<file path="src/rtl/cu_pkg.sv">
// rtl/cu_pkg.sv - shared opcode, state, class and mux encodings for the sequenced control unit
package cu_pkg;

    localparam logic [3:0] OP_ADD  = 4'b0000;
    localparam logic [3:0] OP_SW   = 4'b0001;
    localparam logic [3:0] OP_LW   = 4'b0010;
    localparam logic [3:0] OP_SUB  = 4'b0011;
    localparam logic [3:0] OP_AND  = 4'b0100;
    localparam logic [3:0] OP_OR   = 4'b0101;
    localparam logic [3:0] OP_MOVA = 4'b0110;
    localparam logic [3:0] OP_LDA  = 4'b1011;
    localparam logic [3:0] OP_NOP  = 4'b1100;
    localparam logic [3:0] OP_J    = 4'b1101;
    localparam logic [3:0] OP_JZ   = 4'b1110;
    localparam logic [3:0] OP_HALT = 4'b1111;

    localparam logic [1:0] ALU_ADD = 2'b00;
    localparam logic [1:0] ALU_SUB = 2'b01;
    localparam logic [1:0] ALU_AND = 2'b10;
    localparam logic [1:0] ALU_OR  = 2'b11;

    localparam logic [2:0] U7_NONE = 3'b000;
    localparam logic [2:0] U7_ACC  = 3'b010;
    localparam logic [2:0] U7_MBR  = 3'b011;

    localparam logic U8_MBR = 1'b0;
    localparam logic U8_ALU = 1'b1;

    localparam logic [1:0] U9_IDLE = 2'b00;
    localparam logic [1:0] U9_PC   = 2'b01;
    localparam logic [1:0] U9_MAR  = 2'b10;

    typedef enum logic [3:0] {
        ST_IDLE, ST_FETCH, ST_DECODE, ST_MADDR, ST_MEM, ST_WB, ST_EXEC, ST_JUMP, ST_HALT
    } state_e;

    typedef enum logic [3:0] {
        CL_ALU, CL_MOVA, CL_LW, CL_LDA, CL_SW, CL_NOP, CL_J, CL_JZ, CL_HALT, CL_ILL
    } class_e;

endpackage

</file>
<file path="src/rtl/cu_decode.sv">
// rtl/cu_decode.sv - combinational opcode classifier with ALU select and illegal detection
module cu_decode
    import cu_pkg::*;
#(
    parameter int OPW  = 4,
    parameter int NREG = 4,
    parameter int RSW  = (NREG > 1) ? $clog2(NREG) : 1
) (
    input  logic [OPW-1:0] opcode,
    input  logic [RSW-1:0] rd_sel,
    output class_e         op_class,
    output logic [1:0]     alu_sel,
    output logic           illegal
);

    logic [3:0] op_lo;
    assign op_lo = opcode[3:0];

    // Map the low nibble to a class, then veto anything with upper bits set or an out-of-range register
    always_comb begin
        op_class = CL_ILL;
        alu_sel  = ALU_ADD;
        case (op_lo)
            OP_ADD:  begin op_class = CL_ALU; alu_sel = ALU_ADD; end
            OP_SUB:  begin op_class = CL_ALU; alu_sel = ALU_SUB; end
            OP_AND:  begin op_class = CL_ALU; alu_sel = ALU_AND; end
            OP_OR:   begin op_class = CL_ALU; alu_sel = ALU_OR;  end
            OP_MOVA: op_class = CL_MOVA;
            OP_LW:   op_class = CL_LW;
            OP_LDA:  op_class = CL_LDA;
            OP_SW:   op_class = CL_SW;
            OP_NOP:  op_class = CL_NOP;
            OP_J:    op_class = CL_J;
            OP_JZ:   op_class = CL_JZ;
            OP_HALT: op_class = CL_HALT;
            default: op_class = CL_ILL;
        endcase
        if ((opcode >> 4) != '0 || 32'(rd_sel) >= 32'(NREG)) begin
            op_class = CL_ILL;
        end
        illegal = (op_class == CL_ILL);
    end

endmodule

</file>
<file path="src/rtl/cu_seq.sv">
// rtl/cu_seq.sv - multi-cycle sequenced control unit driving datapath loads, muxes and memory strobes
module cu_seq
    import cu_pkg::*;
#(
    parameter  int OPW  = 4,
    parameter  int NREG = 4,
    localparam int RSW  = (NREG > 1) ? $clog2(NREG) : 1
) (
    input  logic            clk,
    input  logic            rst,
    input  logic [OPW-1:0]  opcode,
    input  logic [RSW-1:0]  rd_sel,
    input  logic            zero,
    input  logic            mem_ready,
    output logic [1:0]      alu_sel,
    output logic [2:0]      mux_sel_u7,
    output logic            mux_sel_u8,
    output logic [1:0]      mux_sel_u9,
    output logic            inc_pc,
    output logic            load_pc,
    output logic            load_ir,
    output logic            load_mar,
    output logic            load_mbr,
    output logic            load_acc,
    output logic [NREG-1:0] load_reg,
    output logic            read_rom,
    output logic            read_ram,
    output logic            write_ram,
    output logic            illegal,
    output logic            halted
);

    state_e         state_q, state_d;
    class_e         cls_q, cls_d;
    logic [1:0]     alu_q, alu_d;
    logic [RSW-1:0] rd_q, rd_d;
    logic           illegal_q, illegal_d;

    class_e         dec_class;
    logic [1:0]     dec_alu;
    logic           dec_illegal;

    cu_decode #(.OPW(OPW), .NREG(NREG), .RSW(RSW)) u_decode (
        .opcode   (opcode),
        .rd_sel   (rd_sel),
        .op_class (dec_class),
        .alu_sel  (dec_alu),
        .illegal  (dec_illegal)
    );

    assign illegal = illegal_q;

    // State, captured instruction fields and the sticky illegal flag
    always_ff @(posedge clk or posedge rst) begin
        if (rst) begin
            state_q   <= ST_IDLE;
            cls_q     <= CL_NOP;
            alu_q     <= ALU_ADD;
            rd_q      <= '0;
            illegal_q <= 1'b0;
        end else begin
            state_q   <= state_d;
            cls_q     <= cls_d;
            alu_q     <= alu_d;
            rd_q      <= rd_d;
            illegal_q <= illegal_d;
        end
    end

    // Next state and strobe decode; rst gates everything so an in-flight access drops at once
    always_comb begin
        state_d    = state_q;
        cls_d      = cls_q;
        alu_d      = alu_q;
        rd_d       = rd_q;
        illegal_d  = illegal_q;
        alu_sel    = ALU_ADD;
        mux_sel_u7 = U7_NONE;
        mux_sel_u8 = U8_MBR;
        mux_sel_u9 = U9_IDLE;
        inc_pc     = 1'b0;
        load_pc    = 1'b0;
        load_ir    = 1'b0;
        load_mar   = 1'b0;
        load_mbr   = 1'b0;
        load_acc   = 1'b0;
        load_reg   = '0;
        read_rom   = 1'b0;
        read_ram   = 1'b0;
        write_ram  = 1'b0;
        halted     = 1'b0;
        if (!rst) begin
            case (state_q)
                ST_IDLE: state_d = ST_FETCH;
                ST_FETCH: begin
                    read_rom   = 1'b1;
                    mux_sel_u9 = U9_PC;
                    if (mem_ready) begin
                        load_ir = 1'b1;
                        inc_pc  = 1'b1;
                        state_d = ST_DECODE;
                    end
                end
                ST_DECODE: begin
                    cls_d = dec_class;
                    alu_d = dec_alu;
                    rd_d  = rd_sel;
                    if (dec_illegal) begin
                        illegal_d = 1'b1;
                        state_d   = ST_FETCH;
                    end else begin
                        case (dec_class)
                            CL_ALU, CL_MOVA:     state_d = ST_EXEC;
                            CL_LW, CL_LDA, CL_SW: state_d = ST_MADDR;
                            CL_J, CL_JZ:         state_d = ST_JUMP;
                            CL_HALT:             state_d = ST_HALT;
                            default:             state_d = ST_FETCH;
                        endcase
                    end
                end
                ST_MADDR: begin
                    load_mar = 1'b1;
                    state_d  = ST_MEM;
                end
                ST_MEM: begin
                    mux_sel_u9 = U9_MAR;
                    if (cls_q == CL_SW) begin
                        write_ram = 1'b1;
                    end else begin
                        read_ram = 1'b1;
                    end
                    if (mem_ready) begin
                        if (cls_q == CL_SW) begin
                            state_d = ST_FETCH;
                        end else begin
                            load_mbr = 1'b1;
                            state_d  = ST_WB;
                        end
                    end
                end
                ST_WB: begin
                    if (cls_q == CL_LW) begin
                        load_reg   = NREG'(1) << rd_q;
                        mux_sel_u7 = U7_MBR;
                    end else begin
                        load_acc   = 1'b1;
                        mux_sel_u8 = U8_MBR;
                    end
                    state_d = ST_FETCH;
                end
                ST_EXEC: begin
                    if (cls_q == CL_MOVA) begin
                        load_reg   = NREG'(1) << rd_q;
                        mux_sel_u7 = U7_ACC;
                    end else begin
                        load_acc   = 1'b1;
                        mux_sel_u8 = U8_ALU;
                        alu_sel    = alu_q;
                    end
                    state_d = ST_FETCH;
                end
                ST_JUMP: begin
                    load_pc = (cls_q == CL_J) || zero;
                    state_d = ST_FETCH;
                end
                ST_HALT: halted = 1'b1;
                default: state_d = ST_IDLE;
            endcase
        end
    end

endmodule
</file>
<file path="config.mk">
export PLATFORM = sky130hd
export DESIGN_NAME = cu_seq
export DESIGN_NICKNAME = d
export VERILOG_FILES = /design/src/rtl/cu_pkg.sv /design/src/rtl/cu_decode.sv /design/src/rtl/cu_seq.sv
export SDC_FILE = /design/constraint.sdc
export NUM_CORES = 1
export LEC_CHECK = 0
export ABC_AREA = 1
export BUFFER_PORTS_ARGS = -buffer_cell sky130_fd_sc_hd__buf_2
export CAP_MARGIN = 20
export CORE_UTILIZATION = 48
export CTS_BUF_LIST = sky130_fd_sc_hd__clkbuf_4 sky130_fd_sc_hd__clkbuf_8
export DETAILED_ROUTE_END_ITERATION = 6
export PLACE_DENSITY = 0.84
export SLEW_MARGIN = 40
export SYNTH_ARGS = -nofsm -noshare
export SYNTH_HDL_FRONTEND = slang
export SYNTH_HIERARCHICAL = 1
export SYNTH_SLANG_ARGS = --single-unit
export TNS_END_PERCENT = 20
</file>
<file path="constraint.sdc">
create_clock -name clk -period 1.3 [get_ports clk]
set_input_delay 0.26 -clock clk [delete_from_list [all_inputs] [get_ports clk]]
set_output_delay 0.26 -clock clk [all_outputs]
set_load 0.02 [all_outputs]
</file>
Word-level counts from Yosys, hierarchy flattened:

Memory sizes are Yosys's and may differ from the RTL's.
Index checks and enable logic that the tools add are counted.

* bits in registers: 13
* ROM bits: 64
* input port bits: 10
* output and inout bits: 23
* word-level logic and storage cells: 89
* memories: 1

* equal/unequal tests: 26
* shift-type cells: 1
* mux-type cells: 46
* bitwise logic cells: 2
* reduce and logical (&&, ||, !) cells: 8

Memories
* (name not given): words 16, width 4, rd ports 1, clocked after Yosys merged registers in 0, wr ports 0, line cu_seq.sv:112 `case (dec_class)`

Operators with widths (count)
* $eq A4 B3 Y1 const B: 9
* $pmux W4 S9: 1
* $eq A4 B4 Y1 const B: 7
* $mux W1: 25
* $mux W4: 6
* $pmux W4 S6: 1
* $eq A4 B2 Y1 const B: 5
* $mux W2: 7
* $eq A4 B1 Y1 const B: 3
* $logic_not A4 Y1: 2
* $pmux W2 S2: 2
* $pmux W4 S2: 1
* $reduce_or A4 Y1: 2
* $pmux W2 S3: 1
* $ne A2 B2 Y1 const B: 2
* $reduce_and A4 Y1: 1
* $shl A1 B2 Y4 const A: 1
* $mux W3: 1
* $reduce_and A3 Y1: 1
* $not A1 Y1: 2
* $pmux W1 S2: 1
* $reduce_and A2 Y1: 1
* $logic_or A1 B1 Y1: 1

Depth between registers and ports, before layout:

Gate-level depths: netlist of the first run.

* word-level depth: 6
* gate-level depth with buffers: 12
* gate-level depth less buffers: 12

Modules after synthesis:

Netlist of the first run, hierarchy kept.

By module, submodules not included
* cu_seq: instances 1, cells an instance 144, area each 960.9 um^2, seq. area each 327.8 um^2
* cu_decode: instances 1, cells an instance 29, area each 122.6 um^2, seq. area each 0.0 um^2

Worst setup path before layout of the first run:

OpenSTA, ideal clock, no wires.

* path kind: register to output
* start point: register state_q[2]
* end point: output load_ir
* arrival: 1528 ps
* data required time: 1040 ps
* setup slack: -488 ps
* stages on the path, launching flop included: 5
* buffers on the path: 1
* path through: dfrtp_1 nor2_1 nand2_1 nor3_1 buf_4

* longest elaborated chain between the ends: 3

RTL lines
* start, declared: line cu_seq.sv:33 `state_e state_q, state_d;`
* start signal, assigned: line cu_seq.sv:62 `state_q <= state_d;`
* $eq A4 B1 Y1
* $mux W1 (2 in a row)
* end, declared: line cu_seq.sv:21 `output logic load_ir,`

Every way passes these cells.

Final worst setup path of the first run:

* start point: register state_q[3]
* end point: output load_reg[3]

* longest elaborated chain between the ends: 3
* elaborated cells on any way between the ends: 4
* classes of those cells: eq/ne: 2; mux: 2

RTL lines
* $eq A4 B3 Y1: line cu_seq.sv:93 `case (state_q)`
* $pmux W4 S2 (*): line cu_seq.sv:93
* $mux W4 (*): line cu_seq.sv:92 `if (!rst) begin`
* end, declared: line cu_seq.sv:25 `output logic [NREG-1:0] load_reg,`

Every way passes the cells marked *; elsewhere a longest branch is shown, timed or not.

==> qor.csv, run 1 <==
stage,metric,value,unit
status,status,finished with violations,
status,violations,setup timing,
sta,fin_crit,1840,ps
floorplanning,dieHeight,49.5,um
sta,rsz0062_at_grt,true,
synth,syn-instance-count,173,
final_layout,nets,255,
drt,wl_per_cell,18.6,um
grt,grt_max_degree,17,
clock_tree,cts_max_path_buffers,2,
flow_run,maxCapViolations,0,
floorplanning,die_x,49.5,um
floorplanning,core,0.00204,mm2
setup_path,crit_type,flip-flop to output port,
drt,via_per_inst,5.87,
grt,grt_pass1_wl,6530,um
clock_tree,path_clk_slew,90,ps
setup_path,start_kind,flip-flop,
grt,antenna_found_initial,0,
sta,fin_tns_setup,-11040,ps
setup_path,cp.arrival,1580,ps
synth,ys_ff_latch,13,
final_layout,area_delta_synth_final,73.1,%
setup_path,rr_worst_depth,9,
power,p_leak,0.000991,uW
drt,dr.first_iter.drc_count,104,
synth,yosys_warnings,6,
clock_tree,cts-buffers-inserted,3,
clock_tree,cts.sinks,13,
sta,slew_violations,0,
sta,period_share,141,%
synth,ys_types,24,
placement,pre_cts_ws,-374,ps
synth,syn_area,0.00108,mm2
grt,grt_pass1_vias,1417,
final_layout,seq_area,329,um2
clock_tree,root_buffer,clkbuf_4,
floorplanning,rows,16,
drt,dr.pass1.iters,5,
sta,holdWs,55.8,ps
synth,avgSynthCellArea,6.26,um2
floorplanning,start_util,53.1,%
clock_tree,htree_levels,1,
drt,vias,1584,
setup_path,critPathMaxFanout,4,
floorplanning,die_area,0.00245,mm2
power,p_per_area,1810,mW/mm2
final_layout,fillers,80,
grt,gr-usage-all-layers,35.7,%
power,ir_worst_vdd,1620,uV
sta,fmax,545,MHz
drt,ant_nets,0,
placement,dp_hpwl,2620,um
power,fin_total_pwr,3400,uW
clock_tree,cts_tree,yes,
placement,io_buffers,31,
setup_path,r2r_setup_slack,-280,ps
setup_path,cp_data_required_time,1040,ps
floorplanning,io_pins,33,
setup_path,end_kind,output port,
drt,drcViolationCount,0,
min_path,hp-class,primary input to asynchronous set/reset pin,
clock_tree,clk_latency,290,ps
final_layout,num_antenna_cells,0,
clock_tree,cts_hold_buf,0,
synth,ys_seq_area_share,30.3,%
synth,synth_nets,184,
placement,gp_congestion,0.857,
final_layout,drive_above_1_share,58.0,%
final_layout,fin_util,91.9,%
sta,skew,8.49,ps
sta,finalHoldViolCount,0,
sta,layout_setup_ws,-536,ps
grt,grt_overflow,0,
sta,finalSetupViolCount,34,
final_layout,multiInputGateArea,837,um2
drt,postRouteWirelength,5030,um
-- worst max-delay path, cell delays in order, from the launching register on --
cell     delay (ps)
dfrtp_1         420
inv_2           100
nand3_4         120
nor2_4          170
nand2_2          80
nand2_4         100
nand2_4          80
nor2_4          100
buf_6           120
-- what timing repair did --
action	CTS	global route
setup endpoints to repair	30	34
pin swaps	14	9
setup buffers	3	1
resized for setup	41	30
-- registers in the layout (all words and copies together), names as in the netlist --
signal / count
alu_q: 2
state_q: 4
rd_q: 2
illegal: 1
cls_q: 4
-- area by class of cell --
cell class / count / share of cell area, %
clock buffer: 3 / 1.20
clock inverter: 1 / 0.267
inverter: 28 / 6.27
multi-input combinational: 128 / 44.6
sequential: 13 / 17.5
tap: 27 / 1.80
timing repair buffer: 70 / 28.3
-- metrics by stage --
stage | std cells | instance area [um2]
2_1_floorplan | 173 | 1180
3_3_place_gp | 262 | 1590
3_5_place_dp | 262 | 1590
4_1_cts | 269 | 1760
5_1_grt | 270 | 1880
6_report | 270 | 1880
-- worst paths after layout --
path,startpoint,endpoint
max reg2reg,state_q[0]$_DFFE_PP0P_,state_q[0]$_DFFE_PP0P_
min reg2reg,illegal$_DFFE_PP0P_,illegal$_DFFE_PP0P_
min,rst,cls_q[3]$_DFFE_PP0N_
min in group clk,rd_sel[1],rd_q[1]$_DFFE_PP0N_
max,state_q[3]$_DFFE_PP0P_,load_reg[3]
max in group asynchronous,rst,cls_q[2]$_DFFE_PP1N_
-- per-layer routing --
metal  up-vias  wire [um]  global-route usage, %
li1        673          -                      -
met4         0        388                   17.6
met3        48        557                   5.56
met5         -          0                      0
met2       149       2340                   64.2
met1       714       1750                   40.8
-- cell families after synthesis --
logic type	synth area share [%]
compound gates	11.7
flops	30.3
fa+ha+maj	1.15
buf+inv	13.6
simple gates	43.0
other cells	0.346
-- power breakdown --
group,internal (uW),leakage (uW),switching (uW)
logic,943,0.000821,1390
clock network,114,0.0000177,147
registers,601,0.000152,204
total,1660,0.000991,1740
-- Yosys cell counts (all sizes together) --
cell type,instances,area [um2]
nand2,53,211
nor2,37,146
inv,28,110
nand3,13,77.6
dfrtp,11,275
a21oi,7,53.8
o21ai,7,50.0
nor3,6,30.0
buf,4,37.5
dfstp,2,52.6
a31o,1,8.76
a31oi,1,6.26
conb,1,3.75
ha,1,12.5
o31ai,1,7.51
-- cell usage in the layout (no fill, tap or decap), types with 3 or more instances in the layout --
master,instances
buf_4,47
nand2_1,34
inv_1,23
nor2_1,16
nand2_2,14
buf_2,13
nor2_4,12
nand3_1,10
dfrtp_1,10
buf_6,10
nor2_2,9
a21oi_2,5
inv_2,4
nand2_4,4
nor3_2,4
o21ai_2,4
clkbuf_4,3
Power figures use the tool's default switching activity.
==> run 2: changes to the inputs <==
--- a/config.mk
+++ b/config.mk
@@ -12,6 +12,7 @@
 export CTS_BUF_LIST = sky130_fd_sc_hd__clkbuf_4 sky130_fd_sc_hd__clkbuf_8
 export DETAILED_ROUTE_END_ITERATION = 6
 export PLACE_DENSITY = 0.84
+export SKIP_CTS_REPAIR_TIMING = 1
 export SLEW_MARGIN = 40
 export SYNTH_ARGS = -nofsm -noshare
 export SYNTH_HDL_FRONTEND = slang
==> qor.csv, run 2 (synthesized netlist as in run 1, its figures left out) <==
stage,metric,value,unit
floorplanning,die_area,0.00245,mm2
drt,dr.pass1.iters,4,
floorplanning,dieHeight,49.5,um
final_layout,layout_commonest_cell,buf_4,
grt,grt_pass1_wl,5420,um
power,p_per_area,1670,mW/mm2
sta,fin_crit,1810,ps
floorplanning,start_util,53.1,%
power,p_seq_share,25.7,%
grt,grt_overflow,0,
clock_tree,cts_max_path_buffers,2,
grt,gr-usage-all-layers,29.1,%
drt,dr.first_iter.drc_count,47,
setup_path,critPathMaxStageDelay,570,ps
clock_tree,clk_latency,280,ps
sta,period_share,139,%
status,violations,setup timing,
final_layout,largestRegisters,"cls_q: 4 flops, state_q: 4 flops",
drt,vias,1425,
setup_path,cp_data_required_time,1040,ps
clock_tree,htree_levels,1,
setup_path,worst-path-buf-inv,1,
flow_run,maxCapViolations,0,
final_layout,nets,254,
final_layout,drive_above_1_share,55.4,%
setup_path,end_kind,output port,
drt,via_per_inst,5.30,
clock_tree,path_clk_slew,80,ps
placement,gp_congestion,0.857,
drt,ant_nets,0,
setup_path,cp_slowest_cell,dfstp_2,
setup_path,cp.arrival,1550,ps
status,status,finished with violations,
final_layout,layout_common_cells,"buf_4, nand2_1, inv_1, nor2_1",
floorplanning,die_x,49.5,um
sta,fin_tns_setup,-9710,ps
clock_tree,cts_tree,yes,
clock_tree,cts-buffers-inserted,3,
sta,skew,2.29,ps
power,clock_power_share,8.6,%
power,swShare,47.6,%
floorplanning,core,0.00204,mm2
setup_path,rr_worst_depth,7,
sta,fmax,552,MHz
power,ir_worst_vdd,1440,uV
clock_tree,root_buffer,clkbuf_4,
setup_path,crit_type,flip-flop to output port,
sta,slew_violations,0,
setup_path,cp_top_family,simple AND/OR/NAND/NOR gates,
setup_path,start_kind,flip-flop,
grt,antenna_found_initial,0,
setup_path,cp.depth,7,
placement,io_buffers,31,
clock_tree,cts.sinks,13,
sta,finalHoldViolCount,0,
floorplanning,rows,16,
sta,rsz0062_at_grt,true,
placement,pre_cts_ws,-374,ps
drt,drcViolationCount,0,
drt,wl_per_cell,14.0,um
sta,finalSetupViolCount,33,
floorplanning,io_pins,33,
grt,grt_pass1_vias,1262,
placement,dp_hpwl,2620,um
drt,postRouteWirelength,3760,um
grt,grt_max_degree,17,
setup_path,critPathMaxFanout,3,
sta,layout_setup_ws,-511,ps
final_layout,area_delta_synth_final,65.1,%
power,p_comb_share,65.6,%
min_path,hp-class,primary input to asynchronous set/reset pin,
power,p_int,1570,uW
final_layout,num_antenna_cells,0,
power,p_leak,0.000978,uW
setup_path,path_cells,nand2_2 -> nor2_2 -> nand2_2 -> nand2_4 -> nand2_4 -> nor2_4 -> buf_6,
power,switchingPower,1430,uW
run 2: cell count changes in the layout (fill, tap and decap cells not counted), sizes merged:
cell,before,now
buf,70,69
run 2: path summary, 6_finish.rpt:
check                                  startpoint                   end  slack, ps
max reg2reg                state_q[1]$_DFFE_PP0P_   rd_q[1]$_DFFE_PP0N_       -110
min                                           rst   illegal$_DFFE_PP0P_         50
min reg2reg                   illegal$_DFFE_PP0P_   illegal$_DFFE_PP0P_        480
min in group clk                        rd_sel[1]   rd_q[1]$_DFFE_PP0N_        230
max in group asynchronous                     rst  cls_q[2]$_DFFE_PP1N_       1000
max                          cls_q[0]$_DFFE_PP1N_           load_reg[0]       -510
run 2: power groups by stage:
stage / clock network, uW / registers [uW] / logic, uW
3_5_place_dp: 0 / 753 / 1660
5_1_grt: 271 / 789 / 2130
6_report: 259 / 771 / 1970
3_3_place_gp: 0 / 738 / 1570
4_1_cts: 259 / 746 / 1670
2_1_floorplan: 0 / 771 / 941
run 2: area by class of cell:
cell class              count  area [um2]
multi-input cells         128         776
fillers                    96         253
well taps                  27        33.8
repair buffers             69         504
clock buffers               3        22.5
flip-flops and latches     13         330
clock inverters             1        5.00
inverters                  28         118
run 2: routing by layer:
layer	wire, um	global-route usage [%]
met1	1440	33.3
met2	2020	54.6
met3	177	4.32
met4	119	9.52
met5	0	0
run 2: metrics by stage:
stage	total power (uW)	utilization (%)	hold slack, ps	area [um2]	cells
final	3000	87.6	48.4	1790	269
after global routing	3190	87.6	63.6	1790	269
after CTS	2670	79.2	47.3	1620	266
after detailed placement	2410	77.9	354	1590	262
after global placement	2300	77.9	350	1590	262
after floorplan	1710	-	161	1180	173
run 2: tightest hold or removal path: cells and delay by family:
| kind | cells | cell delay, ps |
|---|---|---|
| buffers and inverters | 3 | 440 |
